<file path="config.mk">
export PLATFORM = sky130hd
export DESIGN_NAME = gpio_in_filter
export DESIGN_NICKNAME = d
export VERILOG_FILES = /design/src/rtl/gpio_in_filter.sv
export SDC_FILE = /design/constraint.sdc
export NUM_CORES = 1
export LEC_CHECK = 0
export BUFFER_PORTS_ARGS = -buffer_cell sky130_fd_sc_hd__buf_2
export CAP_MARGIN = 10
export CORE_MARGIN = 1
export CORE_UTILIZATION = 50
export CTS_CLUSTER_DIAMETER = 80
export DETAILED_ROUTE_END_ITERATION = 8
export HOLD_SLACK_MARGIN = 0.03
export PLACE_DENSITY = 0.65
export SYNTH_ARGS = -nofsm -noshare
export SYNTH_HDL_FRONTEND = slang
export SYNTH_SLANG_ARGS = --single-unit
export TNS_END_PERCENT = 50
</file>
<file path="constraint.sdc">
create_clock -name mem_clk -period 4.1 [get_ports mem_clk]
set_input_delay 0.205 -clock mem_clk [delete_from_list [all_inputs] [get_ports mem_clk]]
set_output_delay 0.205 -clock mem_clk [all_outputs]
set_load 0.005 [all_outputs]
</file>
<file path="src/rtl/gpio_in_filter.sv">
// Per-pin pad conditioning: 2-flop sync, programmable debounce, W1C edge flags on a mem_* register slot.
// A stable pad change captured at edge E reaches gpio_ind/irq at E+2+DBNC; bus is zero-wait, never backpressures.
module gpio_in_filter #(
   parameter int TOTAL_GPIOS = 8,
   parameter int DEBOUNCE_W  = 16
) (
   input  logic                   mem_clk,
   input  logic                   rst_n,
   input  logic [TOTAL_GPIOS-1:0] pad_in,
   input  logic                   mem_valid,
   input  logic [31:0]            mem_wdata,
   input  logic [3:0]             mem_addr,
   input  logic [3:0]             mem_wstrb,
   output logic                   mem_ready,
   output logic [31:0]            mem_rdata,
   output logic [TOTAL_GPIOS-1:0] gpio_ind,
   output logic                   irq
);

   localparam logic [3:0] ADDR_FILT    = 4'h0;
   localparam logic [3:0] ADDR_DBNC    = 4'h1;
   localparam logic [3:0] ADDR_RISE_EN = 4'h2;
   localparam logic [3:0] ADDR_FALL_EN = 4'h3;
   localparam logic [3:0] ADDR_ISF     = 4'h4;
   localparam logic [3:0] ADDR_RAW     = 4'h5;

   logic                   wr;
   logic [TOTAL_GPIOS-1:0] s1;
   logic [TOTAL_GPIOS-1:0] s2;
   logic [TOTAL_GPIOS-1:0] f;
   logic [TOTAL_GPIOS-1:0] accept;
   logic [TOTAL_GPIOS-1:0] rise_set;
   logic [TOTAL_GPIOS-1:0] fall_set;
   logic [TOTAL_GPIOS-1:0] clr;
   logic [TOTAL_GPIOS-1:0] rise_en;
   logic [TOTAL_GPIOS-1:0] fall_en;
   logic [TOTAL_GPIOS-1:0] isf;
   logic [DEBOUNCE_W-1:0]  dbnc;
   logic [DEBOUNCE_W-1:0]  cnt [TOTAL_GPIOS];
   logic                   unused_wdata;

   assign wr           = mem_valid & (&mem_wstrb);
   assign unused_wdata = &{1'b0, mem_wdata};

   // A pin flips once it has mismatched for more than DBNC cycles; >= also covers a DBNC shrunk below the count.
   always_comb begin
      accept = '0;
      for (int i = 0; i < TOTAL_GPIOS; i++) begin
         accept[i] = (s2[i] != f[i]) && (cnt[i] >= dbnc);
      end
   end

   assign rise_set = accept & s2 & rise_en;
   assign fall_set = accept & ~s2 & fall_en;
   assign clr      = (wr && mem_addr == ADDR_ISF) ? mem_wdata[TOTAL_GPIOS-1:0] : '0;

   always_ff @(posedge mem_clk) begin
      if (!rst_n) begin
         s1  <= '0;
         s2  <= '0;
         f   <= '0;
         isf <= '0;
      end else begin
         s1  <= pad_in;
         s2  <= s1;
         f   <= f ^ accept;
         isf <= (isf & ~clr) | rise_set | fall_set;
      end
   end

   always_ff @(posedge mem_clk) begin
      for (int i = 0; i < TOTAL_GPIOS; i++) begin
         if (!rst_n || (s2[i] == f[i]) || accept[i]) begin
            cnt[i] <= '0;
         end else begin
            cnt[i] <= cnt[i] + DEBOUNCE_W'(1);
         end
      end
   end

   always_ff @(posedge mem_clk) begin
      if (!rst_n) begin
         dbnc    <= '0;
         rise_en <= '0;
         fall_en <= '0;
      end else if (wr) begin
         case (mem_addr)
            ADDR_DBNC:    dbnc    <= mem_wdata[DEBOUNCE_W-1:0];
            ADDR_RISE_EN: rise_en <= mem_wdata[TOTAL_GPIOS-1:0];
            ADDR_FALL_EN: fall_en <= mem_wdata[TOTAL_GPIOS-1:0];
            default: ;
         endcase
      end
   end

   always_comb begin
      mem_rdata = '0;
      if (mem_valid) begin
         case (mem_addr)
            ADDR_FILT:    mem_rdata = 32'(f);
            ADDR_DBNC:    mem_rdata = 32'(dbnc);
            ADDR_RISE_EN: mem_rdata = 32'(rise_en);
            ADDR_FALL_EN: mem_rdata = 32'(fall_en);
            ADDR_ISF:     mem_rdata = 32'(isf);
            ADDR_RAW:     mem_rdata = 32'(s2);
            default:      mem_rdata = '0;
         endcase
      end
   end

   assign mem_ready = mem_valid;
   assign gpio_ind  = f;
   assign irq       = |isf;

endmodule
</file>
# Word level (Yosys, flattened, before mapping)
# Memory sizes are Yosys's and may differ from the RTL's.
# Index checks and enable logic that the tools add are counted.
# Widths: inputs -> output; s select.
# word_totals
word_cells	131
inputBits	51
mem_bits_rw	128
mem_count	1
output_inout_bits	42
ff_bits	64
# memory_table
memory	depth	width	read_ports	rd_clocked_by_memory_dff	wr	line_no	source
cnt	8	16	8	0	8	39	logic [DEBOUNCE_W-1:0] cnt [TOTAL_GPIOS];
# op_classes
magnitude_cmp	8
muxes	35
n_eq_ne	21
n_addsub	8
reduce_logical	32
n_bitwise	19
# ops
operator	n
$add 16x1->16 const B	8
$ge 16x16->1	8
$mux 16	8
$pmux 16 s6	1
$and 8x8->8	5
$mux 32	1
$mux 1	24
$logic_or 1x1->1	16
$not 8->8	2
$or 8x8->8	2
$logic_and 1x1->1	9
$eq 1x1->1	8
$eq 4x2->1 const B	2
$eq 4x3->1 const B	2
$mux 8	1
$ne 1x1->1	8
$or 1x1->1	8
$reduce_or 8->1	1
$xor 8x8->8	1
$reduce_and 2->1	3
$eq 4x1->1 const B	1
$logic_not 4->1	1
$reduce_and 4->1	1
$and 1x1->1	1
$logic_not 1->1	1

# Longest topological paths before layout
# logic_depth
ltp_word	8
depth_mapped	9
ltp_nobuf	7

# Least setup slack after synthesis
# Ideal clock, no wire load.
# synth_timing
path_type	flip-flop to flip-flop
start	register dbnc[6]
end	memory cnt[3][7], in the netlist cnt[0][55]
stages_incl_launch_ff	10
required_ns	4.036
n_path_buf	2
setup_slack_ns	1.729
arrival_ns	2.308
period_less_slack_ns	2.371
setup_time_ns	0.064
cell_sequence	dfxtp_1 > inv_1 > ha_1 > a21o_1 > a221o_1 > a221o_1 > or3_1 > buf_6 > buf_6 > nor2_1
# synth_rtl
item	line_no	source
start, declared	38	logic [DEBOUNCE_W-1:0] dbnc;
start signal, assigned	88	ADDR_DBNC: dbnc <= mem_wdata[DEBOUNCE_W-1:0];
end, declared	39	

==> results by group <==
Synthesis
  – Number of synthesized flops with an enable pin: 0
  – Area share of and/or/nand/nor cells after synthesis: 0.242
  – Yosys reg bits: 192
  – Most used DFF post-synth: dfxtp_1
  – Xor/xnor cell area share of the yosys netlist: 0.0908
  – Mux share of post-synthesis cell area: 0.0288
  – Cell variety after synth: 54
  – Warnings from Yosys: 0
  – Fraction of registers with async set/reset: 0
  – Compound-Gate Fraction of Synth Area: 0.0976
  – Mapped cell area: 11100 µm²
  – Ranking of synthesized cells by area: dfxtp_1 35%, ha_1 15%, nor2_1 6.1%, xnor2_1 4.7%, xor2_1 4.3%
  – Adder-cell share of the synthesized area: 0.153
  – Cells after Synth: 1296
  – Synthesized area per cell: 8.56 µm²
  – Sequential share of the synthesized area: 0.347
  – Main combinational cell family by area after synthesis: simple AND/OR/NAND/NOR gates
  – Top-area cell type share of the netlist area: 0.347
  – Largest area contributor in the netlist: dfxtp_1

Timing
  – Final setup margin: 1100 ps
  – Tmin final: 3000 ps
  – Unrepaired setup endpoints after global routing: no
  – Setup TNS: 0 ps
  – Max-slew violations: 0
  – Worst-case clock skew: 14.2 ps
  – Final Hold Viols: 0
  – Fmax: 333 MHz
  – Worst-Margin Slew: 926 ps
  – Crit share post-route: 0.733
  – Slew HR: 0.381
  – Setup Viol. Count Final: 0

Power
  – Clock power frac: 0.463
  – Worst vdd rail ir drop: 0.000222 V
  – Int Power: 2840 µW
  – Switching pwr: 866 µW
  – Switching share of power: 0.233
  – Sequential Power Share: 0.507
  – Static Leak: 0.00479 µW
  – Combinational power share: 0.030
  – Power Density: 299 nW/µm²

Final layout
  – Most common cell after layout, fill and taps aside: dfxtp_1
  – Area grow syn2layout: 11.7%
  – Fin nets: 1557
  – Proportion of layout cells with a drive suffix above 1: 0.0904
  – Most frequent cells in the layout: 192 x dfxtp_1, 181 x nor2_1, 136 x ha_1, 126 x nand2_1, 70 x nand3_1
  – Filler cells: 2052
  – Post-Route Utilization: 0.569
  – Diode count: 0

Worst setup path
  – Crit-path cells: inv_1, ha_1, a21oi_1, a211oi_1, a2111oi_0, nand4b_1, nor2_1
  – Worst reg-to-reg path cell count: 7
  – Setup crit start kind: register
  – CP Data Required Time: 4460 ps
  – FF-to-FF End: cnt[0][19]
  – Slowest CP cell: nand4b_1
  – Critical path fanouts, max: 16
  – R2r setup slk: 1100 ps
  – CP max stage delay: 690 ps
  – Arr. time, crit path: 3360 ps
  – Worst r2r src: dbnc[7]
  – Critical path type: reg -> reg
  – Endpoint class of the critical path: register

Clock network
  – Total CTS buffers: 17
  – Clk_lat worst skew: 440 ps
  – Clk buf depth: 2
  – Num Clock Sinks: 192
  – Htree depth: 4
  – CTS tree: built
  – Setup Fix Bufs, Post-CTS: 0
  – Clock root buffer: clkbuf_16
  – Clock transition at path regs: 70 ps

Min path
  – Worst Hold Launch: mem_wdata[14]
  – WHS Path Cells: 3
  – Hold worst-path end: dbnc[14]
  – Hold WC Path Type: in -> reg

Global route
  – Largest net degree at the start of global routing: 41
  – Vias in the first global route: 8703
  – GR Overflow Total: 0
  – Initial antenna violation count: 0
  – Tot GR Track Use: 0.255
  – First-pass GRT wire length: 44500 µm

Outcome
  – Outcome: completed

Route
  – Remaining DRCs: 0
  – Drt total wl: 27200 µm
  – Via Count: 9212
  – DR vias/cell: 5.54
  – DRT iter0 DRCs: 609
  – ANT nets after route: 0
  – Total iterations of the first detailed-routing run: 7
  – Wirelength per Cell: 16.4 µm

Die
  – Std cell rows: 54
  – # IOs: 93
  – DIE WIDTH: 151 µm
  – Die H: 151 µm
  – Core area: 21800 µm²
  – Die area: 22800 µm²
  – Initial core utilization: 0.510

Placed design
  – Port-buffer cells: 60
  – DP Wirelength: 18800 µm
  – Routability cong.: 0.796
  – Post-Place Setup Slack: 1060 ps

Flow run
  – MaxCap Viol Count: 0
synthesized netlist by cell type (5+ instances only):
master	n
dfxtp_1	192
nor2_1	181
ha_1	136
nand2_1	126
nand3_1	70
xnor2_1	60
xor2_1	55
inv_1	49
nand4_1	45
o21ai_0	43
a21oi_1	37
and2_1	29
clkbuf_1	26
a21boi_0	24
mux2i_1	24
nor3_1	22
and3_1	21
nor2b_1	21
buf_4	17
a211oi_1	12
and4_1	9
mux2_2	7
nand3b_1	7
nor4_1	7
a221oi_1	6
a22o_1	6
a31o_2	6
o21a_1	6
nor3b_1	5
layout make-up:
type                            count  area (µm²)  share of cell area
Clock buffer                       17         425              0.0344
Clock inverter                     15         175              0.0141
Inverter                           49         184              0.0149
Multi-Input combinational cell   1022        6860               0.554
Sequential cell                   192        3840               0.310
Tap cell                          280         350              0.0283
Timing Repair Buffer               88         551              0.0445
timing repair:
item,in CTS,in global routing
hold endpoints to repair,16,0
hold buffers,16,0
gates resized for setup,0,0
kinds of logic (layout without fill, tap and decap cells):
logic type	count (synthesis)	count (layout)
AOI/OAI and AO/OA	164	164
other	1	16
muxes	31	31
and+or+nand+nor	560	560
buffers and inverters	97	169
xor gates and xnor gates	115	115
adders and majority gates	136	136
DFF	192	192
power by group through the flow:
stage	combinational (µW)	clock, µW	sequential [µW]
finish	110	1720	1880
global route	121	1840	1880
CTS	109	1760	1880
detailed placement	97.2	0	1930
global placement	96.6	0	1930
floorplan	68.0	0	1920
metal layers:
| layer | vias to the layer above | GRT usage | part of all wire |
|---|---|---|---|
| met5 | - | 0 | 0 |
| met4 | 0 | 0.0685 | 0.020 |
| met3 | 40 | 0.0533 | 0.046 |
| met2 | 195 | 0.429 | 0.47 |
| met1 | 4341 | 0.328 | 0.47 |
| li1 | 4636 | - | - |
registers in the layout (all words and copies together) (netlist names), named ones only:
| signal | count |
|---|---|
| isf | 8 |
| s1 | 8 |
| s2 | 8 |
| fall_en | 8 |
| dbnc | 16 |
| cnt | 128 |
| rise_en | 8 |
critical path, delay by kind of cell, from the launching register on:
kind	cells	cell delay, ps
fa+ha+maj	1	380
simple gates	2	960
compound gates	3	750
flops	1	320
buf+inv	1	500
how the worst max path moves through the flow:
stage	depth (start not counted)	endpoint	slack (ps)	start
2_1_floorplan	9	cnt[0][55]	1730	dbnc[6]
3_3_place_gp	7	cnt[0][16]	1130	dbnc[7]
3_5_place_dp	7	cnt[0][26]	1060	dbnc[7]
4_1_cts	7	cnt[0][19]	1020	dbnc[7]
5_1_grt	7	cnt[0][22]	680	dbnc[7]
6_report	7	cnt[0][19]	1100	dbnc[7]
stage by stage:
stage	area (µm²)	instances	total power (µW)	hold WS, ps
global placement	11600	1614	2020	413
floorplan	11100	1311	1990	332
CTS	12400	1662	3750	30.7
finish	12400	1663	3710	42.5
global route	12400	1663	3840	36.5
detailed placement	11600	1614	2020	415
No activity file was read; power rests on OpenSTA's default activity.
